--- src/rtl/ltpi_smb_channel_arbiter.sv ---
//----------------------------------------------------------------------------
// ltpi_smb_channel_arbiter
//
// Round-robin arbiter that hands a single LVDS SMBus relay engine to one of
// NUM_CH SMBus channels at a time. A grant lasts until the relay engine
// reports completion (done), the LTPI link drops (aligned low), or the grant
// has run for TIMEOUT_CYC cycles. The last two cases end with an abort pulse.
//
// Parameters
//   NUM_CH       number of channels (2..8)
//   TIMEOUT_CYC  maximum BUSY cycles per grant (2..65535)
//
// Ports
//   clk          single clock
//   reset_n      asynchronous active-low reset
//   aligned      LTPI link aligned; grants are issued only while high
//   req          per-channel request levels
//   done         one-cycle completion pulse from the relay engine
//   grant        one-hot current owner, zero when no owner
//   grant_idx    binary index of the current or last owner
//   start        one-cycle pulse on a new grant
//   abort        one-cycle pulse ordering the relay engine to release the bus
//   busy         high while a grant is held
//   timeout_cnt  saturating count of timeout aborts
//
// Build option
//   LTPI_SMB_ARB_STATS_EN  when defined, timeout_cnt counts timeout aborts
//                          (not link-loss aborts); otherwise it reads zero.
//----------------------------------------------------------------------------
`timescale 1ns/1ps

module ltpi_smb_channel_arbiter #(
    parameter int unsigned NUM_CH      = 6,
    parameter int unsigned TIMEOUT_CYC = 25000
) (
    input  logic              clk,
    input  logic              reset_n,
    input  logic              aligned,
    input  logic [NUM_CH-1:0] req,
    input  logic              done,
    output logic [NUM_CH-1:0] grant,
    output logic [2:0]        grant_idx,
    output logic              start,
    output logic              abort,
    output logic              busy,
    output logic [15:0]       timeout_cnt
);

    typedef enum logic [1:0] {
        IDLE,
        BUSY,
        RELEASE
    } state_t;

    localparam logic [15:0] TMO_LAST = 16'(TIMEOUT_CYC - 1);
    localparam logic [2:0]  LAST_CH  = 3'(NUM_CH - 1);

    state_t            r_state;
    logic [NUM_CH-1:0] r_grant;
    logic [2:0]        r_grant_idx;
    logic              r_start;
    logic              r_abort;
    logic              r_busy;
    logic [15:0]       r_timer;
    logic              r_armed;

    logic [31:0]       w_last;
    logic              w_found_hi;
    logic              w_found_lo;
    logic [2:0]        w_idx_hi;
    logic [2:0]        w_idx_lo;
    logic              w_found;
    logic [2:0]        w_win;
    logic [NUM_CH-1:0] w_win_oh;
    logic              w_timeout_hit;

    // Round-robin: the lowest requester above the last owner wins; if there
    // is none, the lowest requester at or below it wins, so the last owner
    // itself comes last.
    always_comb begin
        w_last     = 32'(r_grant_idx);
        w_found_hi = 1'b0;
        w_found_lo = 1'b0;
        w_idx_hi   = '0;
        w_idx_lo   = '0;
        for (int unsigned i = 0; i < NUM_CH; i++) begin
            if (req[i] && (i > w_last) && !w_found_hi) begin
                w_found_hi = 1'b1;
                w_idx_hi   = 3'(i);
            end
            if (req[i] && (i <= w_last) && !w_found_lo) begin
                w_found_lo = 1'b1;
                w_idx_lo   = 3'(i);
            end
        end
        w_found  = w_found_hi | w_found_lo;
        w_win    = w_found_hi ? w_idx_hi : w_idx_lo;
        w_win_oh = {{(NUM_CH-1){1'b0}}, 1'b1} << w_win;
    end

    assign w_timeout_hit = (r_timer == TMO_LAST);

    // r_armed holds off grants on the first edge after reset release.
    always_ff @(posedge clk or negedge reset_n) begin
        if (!reset_n) begin
            r_state     <= IDLE;
            r_grant     <= '0;
            r_grant_idx <= LAST_CH;
            r_start     <= 1'b0;
            r_abort     <= 1'b0;
            r_busy      <= 1'b0;
            r_timer     <= '0;
            r_armed     <= 1'b0;
        end else begin
            r_armed <= 1'b1;
            r_start <= 1'b0;
            r_abort <= 1'b0;
            case (r_state)
                IDLE: begin
                    if (r_armed && aligned && w_found) begin
                        r_grant     <= w_win_oh;
                        r_grant_idx <= w_win;
                        r_start     <= 1'b1;
                        r_busy      <= 1'b1;
                        r_timer     <= '0;
                        r_state     <= BUSY;
                    end
                end
                BUSY: begin
                    r_timer <= r_timer + 16'd1;
                    if (done || !aligned || w_timeout_hit) begin
                        // done outranks both link loss and timeout
                        r_abort <= !done;
                        r_grant <= '0;
                        r_busy  <= 1'b0;
                        r_state <= RELEASE;
                    end
                end
                RELEASE: begin
                    r_state <= IDLE;
                end
                default: begin
                    r_state <= IDLE;
                end
            endcase
        end
    end

`ifdef LTPI_SMB_ARB_STATS_EN
    logic        w_timeout_abort;
    logic [15:0] r_timeout_cnt;

    assign w_timeout_abort = (r_state == BUSY) && !done && aligned && w_timeout_hit;

    always_ff @(posedge clk or negedge reset_n) begin
        if (!reset_n) begin
            r_timeout_cnt <= '0;
        end else if (w_timeout_abort && (r_timeout_cnt != 16'hFFFF)) begin
            r_timeout_cnt <= r_timeout_cnt + 16'd1;
        end
    end

    assign timeout_cnt = r_timeout_cnt;
`else
    assign timeout_cnt = '0;
`endif

    assign grant     = r_grant;
    assign grant_idx = r_grant_idx;
    assign start     = r_start;
    assign abort     = r_abort;
    assign busy      = r_busy;

endmodule

--- config.mk ---
export PLATFORM = sky130hd
export DESIGN_NAME = ltpi_smb_channel_arbiter
export DESIGN_NICKNAME = d
export VERILOG_FILES = /design/src/rtl/ltpi_smb_channel_arbiter.sv
export SDC_FILE = /design/constraint.sdc
export NUM_CORES = 1
export LEC_CHECK = 0
export CAP_MARGIN = 15
export CORE_AREA = 2 2 65 67
export DETAILED_ROUTE_END_ITERATION = 8
export DIE_AREA = 0 0 67 69
export PLACE_DENSITY = 0.76
export REMOVE_ABC_BUFFERS = 1
export SLEW_MARGIN = 40
export SYNTH_ARGS = -nofsm -noshare
export SYNTH_HDL_FRONTEND = slang
export SYNTH_SLANG_ARGS = --single-unit
--- constraint.sdc ---
create_clock -name clk -period 2.5 [get_ports clk]
set_input_delay 0.375 -clock clk [delete_from_list [all_inputs] [get_ports clk]]
set_output_delay 0.375 -clock clk [all_outputs]
set_load 0.01 [all_outputs]
### Word-level counts from Yosys, hierarchy flattened

Cells that the tools add are included.
W data, S select, Z words.

* output and inout port bits: 28
* memories: 0
* input bits: 10
* bits in latches: 0
* flip-flop bits (word level): 31
* RAM bits: 0
* memory bits (read-only): 0

* reduce and logical (&&, ||, !) cells: 40
* div/mod/pow operators: 0
* order comparisons: 10
* mux-type cells: 37
* shift operators: 1
* $add $sub $neg: 1
* equal/unequal tests: 4
* bitwise gates (word level): 1
* multipliers: 0

Operators with widths (count)
* $pmux W16 S2: 1
* $mux W3: 8
* $logic_and A1 B1 Y1: 21
* $mux W1: 19
* $add A16 B1 Y16 const B: 1
* $eq A16 B15 Y1 const B: 1
* $mux W16: 1
* $mux W6: 2
* $pmux W6 S2: 1
* $logic_not A1 Y1: 11
* $gt A2 B3 Y1 const A: 2
* $gt A3 B3 Y1 const A: 2
* $le A2 B3 Y1 const A: 2
* $le A3 B3 Y1 const A: 2
* $mux W2: 3
* $reduce_and A2 Y1: 3
* $shl A1 B3 Y6 const A: 1
* $ne A2 B2 Y1 const B: 2
* $pmux W2 S2: 1
* $gt A1 B3 Y1 const A: 1
* $le A1 B3 Y1 const A: 1
* $reduce_and A3 Y1: 1
* $eq A2 B1 Y1 const B: 1
* $logic_not A2 Y1: 1
* other kinds (4): 5

### Longest topological paths before layout

Gate-level depths: netlist of the first run.

* depth after elaboration: 20
* depth in mapped cells: 7

### Least setup slack after synthesis of the first run

Ideal clock, no wire load.

* path type: register -> register
* start point: register r_grant_idx[2], in the netlist grant_idx[2]
* end point: register r_timer[14]
* data required time: 2.376 ns
* arrival: 1.999 ns
* cell stages (with the launch flop): 8
* buffers on the path: 2
* library setup time: 0.124 ns
* slack: 0.377 ns
* cells stage by stage: dfstp_2 buf_2 nor3_1 o311a_1 a41oi_4 o21ai_2 buf_2 a211o_1

* cells in the longest elaborated chain, start to end: 20
* elaborated cells between the ends (all ways): 51

RTL lines
* from (decl): line 60 `logic [2:0] r_grant_idx;`
* from (signal assigned): line 122 `r_grant_idx <= w_win;`
* $le A1 B3 Y1: line 91 `if (req[i] && (i <= w_last) && !w_found_lo) begin`
* $logic_and A1 B1 Y1 (2 in series): line 91
* $mux W1: line 91
* $logic_not A1 Y1: line 91
* $logic_and A1 B1 Y1: line 91
* $mux W1: line 91
* $logic_not A1 Y1: line 91
* $logic_and A1 B1 Y1: line 91
* [... 3 more ...]
* $mux W1: line 91
* $logic_not A1 Y1: line 91
* $logic_and A1 B1 Y1: line 91
* $mux W1: line 91
* $or A1 B1 Y1 (*): line 96 `w_found = w_found_hi | w_found_lo;`
* $logic_and A1 B1 Y1 (*): line 120 `if (r_armed && aligned && w_found) begin`
* $ne A2 B2 Y1 (no source line) (*)
* $reduce_and A2 Y1 (no source line) (*)
* to (signal assigned): line 130 `r_timer <= r_timer + 16'd1;`
* to (decl): line 64 `logic [15:0] r_timer;`

Mark *: on every way between the ends. The rest lies on a longest branch, timed or not.
A chain may end at the register's enable or synchronous reset.

### Worst setup path in the final report of the first run

* start point: register r_timer[3]
* end point: register r_grant[2], in the netlist grant[2]

* cells in the longest elaborated chain, start to end: 4

RTL lines
* $eq A16 B15 Y1: line 101 `assign w_timeout_hit = (r_timer == TMO_LAST);`
* $logic_or A1 B1 Y1: line 131 `if (done || !aligned || w_timeout_hit) begin`
* $ne A2 B2 Y1 (no source line)
* $reduce_and A3 Y1 (no source line)
* to (signal assigned): line 121 `r_grant <= w_win_oh;`
* to (decl): line 59 `logic [NUM_CH-1:0] r_grant;`

No other way between the ends.

==> results of run 1 <==
==> layer usage <==
layer	routed length (um)	share of wire	up-vias
met3	158	0.041	9
met5	0	0	-
met4	79	0.020	0
met2	1870	0.48	42
li1	-	-	770
met1	1750	0.45	740
==> path summary, 6_finish.rpt <==
check / from / end / slack (ns) / cells past startpoint
worst min-delay path: reset_n / grant[3] / 0.48 / 2
worst max-delay path: r_timer[3] / grant[2] / 0.32 / 5
worst max register to register: r_timer[3] / grant[2] / 0.32 / 5
max in group asynchronous: reset_n / grant_idx[0] / 1.71 / 2
worst min register to register: busy / busy / 0.48 / 1
min in group clk: busy / busy / 0.48 / 1
==> cells in the mapped netlist, types with 2 or more instances <==
cell,count
nand3_1,7
conb_1,2
nand2_1,15
o2bb2ai_1,3
clkbuf_1,5
and3_1,7
o211ai_1,2
nor2_1,12
or3_1,4
buf_2,4
inv_1,2
nor3_1,10
nor4_1,2
a22o_1,3
dfstp_2,2
a21o_1,7
o21ai_1,5
buf_4,16
o21ai_0,5
xnor2_1,2
o22a_1,2
nand4_1,5
dfrtp_1,29
nor2b_1,5
a211o_1,5
nand2b_1,4
and4_1,2
a221o_1,3
==> cells by family after synthesis <==
logic type,count (synthesis)
muxes,2
buffers and inverters,28
and+or+nand+nor,82
AOI/OAI and AO/OA,50
adders and majority gates,2
xor gates and xnor gates,2
other,2
DFF,31
==> state kept, by name, summed over array words and instances, names as in the netlist <==
name	flops
r_timer	16
grant	6
grant_idx	3
r_state	2
abort	1
busy	1
r_armed	1
start	1
==> final cells by class <==
cell class	instances	area, um2	share of cell area
Clock buffer	6	82.6	0.0370
Tap cell	50	62.6	0.0280
Inverter	3	11.3	0.00504
Clock inverter	1	5.00	0.00224
Sequential cell	31	778	0.348
Multi-Input combinational cell	155	1020	0.455
Timing Repair Buffer	30	278	0.124
==> power groups by stage <==
stage	clock [mW]	sequential, mW	combinational [mW]
final	0.395	0.710	0.599
after global routing	0.425	0.726	0.664
after CTS	0.400	0.710	0.602
after detailed placement	0	0.719	0.597
after global placement	0	0.718	0.594
after floorplan	0	0.720	0.326
==> results by group, run 1 <==
Status
  • Status: completed

Clocking
  • CTS buffer count: 5
  • CTS max path bufs: 2
  • Max H-tree Level: 2
  • Hold_buf cts: 0
  • CTS root buffer: clkbuf_8
  • Clock sinks: 31
  • Clk slew on worst S/H paths: ~0.060 ns
  • CTS tree: built
  • Post-CTS Resized: 0
  • Post-CTS setup buffer count: 0
  • Clock Latency Late Sink: around 0.28 ns

Synth
  • Simple-gate portion of the synthesized area: 0.237
  • Seq cells post-synth: 31
  • Register area share after synthesis: 0.408
  • Mean Syn Cell Area: around 9.6 um2
  • Ranking of synthesized cells by area: dfrtp_1, buf_4, nand2_1
  • Top FF cell, synth: dfrtp_1
  • Cells after Synth: just under 200
  • Yosys warning total: 0
  • Largest family of logic cells by synthesized area: simple AND/OR/NAND/NOR gates
  • Post-synth cell types: 57
  • Synth Area in XOR/XNOR: 0.00917
  • Post-synth EDFFs: 0
  • Mapped cell area: roughly 0.0019 mm2
  • Synth top area share: 0.380
  • Multiplexer share of the synthesized area: 0.0111
  • Area share of fa/ha/maj cells after synthesis: 0.0118
  • Area leader, netlist: dfrtp_1
  • Compound-gate portion of the synthesized area: 0.231
  • Asr flop ratio synth: 1.00

Power
  • Switching Fraction: 0.344
  • Clock Power Share: 0.232
  • Leak: 1.03 nW
  • Sequential Power Share: 0.417
  • Pwr Total: roughly 1.7 mW
  • Internal: 1.12 mW
  • PD cells: 762 mW/mm2
  • Combinational power share: 0.352
  • Sw power: approximately 0.6 mW
  • Peak VDD IR: roughly 0.00047 V

Worst setup path
  • CP delay by family, top: simple AND/OR/NAND/NOR gates
  • Crit-path cells: or4b_1, or4_4, o21ai_4, o221ai_4, a22o_1
  • Worst path arrival time: about 2.4 ns
  • Critical path buffer and inverter count: 0
  • Crit-path max cell delay: approximately 0.55 ns
  • Req. time, crit path: around 2.7 ns
  • Worst path slowest cell: or4b_1
  • Critical path endpoint category: register
  • Critical Path Start Type: register
  • WS Path Type: reg2reg
  • CP Max Fanout: 8

Global routing
  • Initial antenna violation count: 0
  • First-pass GRT wire length: ~6.5 mm
  • GRT Total Usage: 0.179
  • Met3 usage: 0.0359
  • Met1 Use GR: 0.235
  • Global route overflow: 0
  • Pin count of the biggest net entering global routing: 32
  • Vias in the first global route: around 1400
  • GRT met2 Usage: 0.283
  • Busiest grt layer: met2

Die
  • Starting Density: 0.488
  • Die W: approximately 67 um
  • Ports: 38
  • Die span in y: approximately 69 um
  • Core area: about 0.004 mm2
  • Std cell rows: 23
  • Die area: around 0.0046 mm2

Final layout
  • Commonest non-fill, non-tap cell in the layout: dfrtp_1
  • Non-Filler Instances: ~280
  • Ant. Diodes: 0
  • Final Core Density: 0.571
  • Finished Cell Area: 0.00223 mm2
  • Fillers: 365
  • Share of layout cells above drive strength 1: 0.124
  • Post-layout nets: 237
  • Most frequent cells in the layout: dfrtp_1, clkdlybuf4s50_1, conb_1
  • Area grow syn2layout: 17.0%

STA
  • Endpoints failing hold: 0
  • Clk_skew: around 0.0067 ns
  • Hold WS: around 0.48 ns
  • Final Worst Setup Slack: around 0.32 ns
  • RSZ-0062 raised after global routing: false
  • Final Slew Violations: 0
  • Setup TNS: 0 ns
  • Worst slew pin tran: approximately 0.56 ns
  • Min Tclk post-route: roughly 2.2 ns
  • FMAX: about 460 MHz
  • Setup violations, final: 0
  • Slew HR: 0.625
  • Final Cycle Share: 0.872

Worst hold path
  • Hold Path Class: in2async

Drt
  • WL/cell: approximately 14 um
  • Vias post-DR: between 1500 and 2000
  • Initial DRC Count: between 80 and 90
  • Drc violations: 0
  • Routed WL: approximately 3.9 mm
  • First-pass DRT Iterations: 4
  • DRT antenna net count: 0
  • Avg Vias per Cell: 5.66

Placement
  • Placed inst area: approximately 0.0021 mm2
  • Worst slack, placed: between 0.1 and 0.15 ns
  • PortBufs: 21
  • Placed Cells: between 200 and 300
  • HPWL Detailed: about 2.8 mm
  • GPL Wtd Cong: about 0.75

Job
  • MaxCap Viol Count: 0
Note: power is estimated with default switching activity, not from simulation.
==> inputs of run 2 (changes only) <==
--- a/config.mk
+++ b/config.mk
@@ -6,10 +6,10 @@
 export NUM_CORES = 1
 export LEC_CHECK = 0
 export CAP_MARGIN = 15
-export CORE_AREA = 2 2 65 67
+export CORE_AREA = 2 2 82 53
 export DETAILED_ROUTE_END_ITERATION = 8
-export DIE_AREA = 0 0 67 69
-export PLACE_DENSITY = 0.76
+export DIE_AREA = 0 0 84 55
+export PLACE_DENSITY = 0.77
 export REMOVE_ABC_BUFFERS = 1
 export SLEW_MARGIN = 40
 export SYNTH_ARGS = -nofsm -noshare
==> run 2 against run 1 <==
- via count increased by 1.1%
- critical path depth unchanged
- register-to-register slack got worse by 0.07 ns
- clock skew increased by 0.00079 ns
- fmax decreased by 3.1%
- final cell count unchanged
- worst setup slack got worse by 0.071 ns
- sequential power increased by 0.7%
- non-clock buffer count decreased by 1
- critical path type unchanged
==> results by group, run 2 (same netlist as run 1, synthesis figures left out) <==
Status
  • Status: completed

Power
  • Peak VDD IR: 0.000784 V
  • PD cells: 821 mW/mm2
  • Switching Fraction: 0.349
  • Internal: between 1 and 1.5 mW
  • Leak: just over 1 nW
  • Combinational power share: 0.340
  • Clock Power Share: 0.273
  • Sequential Power Share: 0.387
  • Sw power: about 0.64 mW

Die
  • Ports: 38
  • Die area: between 0.004 and 0.005 mm2
  • Die W: 84 um
  • Std cell rows: 18
  • Starting Density: 0.490
  • Core area: a little under 0.004 mm2
  • Die span in y: between 50 and 60 um

Clocking
  • Post-CTS Resized: 0
  • Clock sinks: 31
  • Clk slew on worst S/H paths: 0.07 ns
  • Max H-tree Level: 2
  • Clock Latency Late Sink: between 0.2 and 0.3 ns
  • CTS root buffer: clkbuf_8
  • CTS buffer count: 5
  • Post-CTS setup buffer count: 0
  • CTS tree: built
  • CTS max path bufs: 2
  • Hold_buf cts: 0

Global routing
  • GRT Total Usage: 0.185
  • Vias in the first global route: approximately 1300
  • Pin count of the biggest net entering global routing: 32
  • Initial antenna violation count: 0
  • Global route overflow: 0
  • First-pass GRT wire length: around 6.5 mm

Worst setup path
  • Critical Path Start Type: register
  • CP Max Fanout: 8
  • Crit-path cells: or4b_1, or4_4, o21ai_4, o221ai_4, a22o_1
  • Worst path slowest cell: or4b_1
  • Crit-path max cell delay: ~0.56 ns
  • CP delay by family, top: simple AND/OR/NAND/NOR gates
  • WS Path Type: reg2reg
  • Critical path endpoint category: register
  • Req. time, crit path: between 2 and 3 ns
  • Critical path buffer and inverter count: 0
  • Worst path arrival time: about 2.4 ns

STA
  • Setup violations, final: 0
  • FMAX: roughly 440 MHz
  • Final Slew Violations: 0
  • Final Cycle Share: 0.900
  • Worst slew pin tran: between 0.5 and 0.6 ns
  • Slew HR: 0.600
  • Endpoints failing hold: 0
  • Setup TNS: 0 ns
  • RSZ-0062 raised after global routing: false
  • Min Tclk post-route: 2.25 ns
  • Clk_skew: about 0.0074 ns

Drt
  • Routed WL: 4.10 mm
  • Initial DRC Count: about 120
  • DRT antenna net count: 0
  • Avg Vias per Cell: 5.72
  • Vias post-DR: roughly 1600
  • Drc violations: 0
  • First-pass DRT Iterations: 4
  • WL/cell: 14.8 um

Final layout
  • Biggest register: r_timer
  • Post-layout nets: between 200 and 250
  • Final Core Density: 0.578
  • Max FFs per register: 16
  • Commonest non-fill, non-tap cell in the layout: dfrtp_1
  • Non-Filler Instances: about 280
  • Area grow syn2layout: 18.0%
  • Ant. Diodes: 0
  • Share of layout cells above drive strength 1: 0.124
  • Most frequent cells in the layout: dfrtp_1, clkdlybuf4s50_1, conb_1

Placement
  • HPWL Detailed: slightly above 3 mm
  • Placed Cells: 268
  • PortBufs: 21
  • GPL Wtd Cong: about 0.84

Worst hold path
  • Hold Path Class: in2async

Job
  • MaxCap Viol Count: 0
==> run 2: changes by cell type in the layout (fill, tap and decap cells not counted) <==
cell       change
clkinv_4       +1
bufinv_16      +1
buf_4          -1
clkbuf_8       -1
==> run 2: stage by stage <==
stage	instance area (um2)	setup WS, ns	total power, mW	hold WS, ns
floorplan	1810	0.478	1.05	0.0794
global placement	2140	0.111	1.34	0.480
detailed placement	2140	0.0563	1.34	0.468
CTS	2250	0.258	1.85	0.484
global route	2250	0.208	1.94	0.520
finish	2250	0.250	1.85	0.472
==> run 2: metal layers <==
layer	track usage	share of wire	vias up
met5	0	0	-
met4	0.0538	0.0076	0
met3	0.0519	0.061	5
met2	0.232	0.38	56
met1	0.295	0.55	753
li1	-	-	764
==> run 2: path summary, 6_finish.rpt <==
check | from | to | slack (ns) | cells past startpoint
min in group clk | busy | busy | 0.48 | 1
min | reset_n | r_timer[1] | 0.47 | 2
max reg2reg | r_timer[3] | grant[2] | 0.25 | 5
max | r_timer[3] | grant[2] | 0.25 | 5
min reg2reg | busy | busy | 0.48 | 1
max in group asynchronous | reset_n | grant_idx[0] | 1.71 | 2
==> run 2: cell type report <==
class	instances	area, um2
clock inverters	3	43.8
fillers	326	1640
inverters	3	11.3
clock buffers	5	68.8
well taps	50	62.6
repair buffers	29	270
flip-flops and latches	31	778
multi-input cells	155	1020
==> run 2: worst reg2reg max path, delay by kind of cell (launching register included) <==
family / cells / cell delay, ns
AO/OA/AOI/OAI: 3 / 0.67
flip-flops: 1 / 0.45
AND/OR/NAND/NOR: 2 / 1.01
==> run 2: power groups by stage <==
stage	sequential [mW]	clock, mW	combinational [mW]
after detailed placement	0.722	0	0.622
after CTS	0.713	0.509	0.627
after global placement	0.723	0	0.619
after floorplan	0.720	0	0.326
final	0.715	0.504	0.629
after global routing	0.729	0.532	0.681
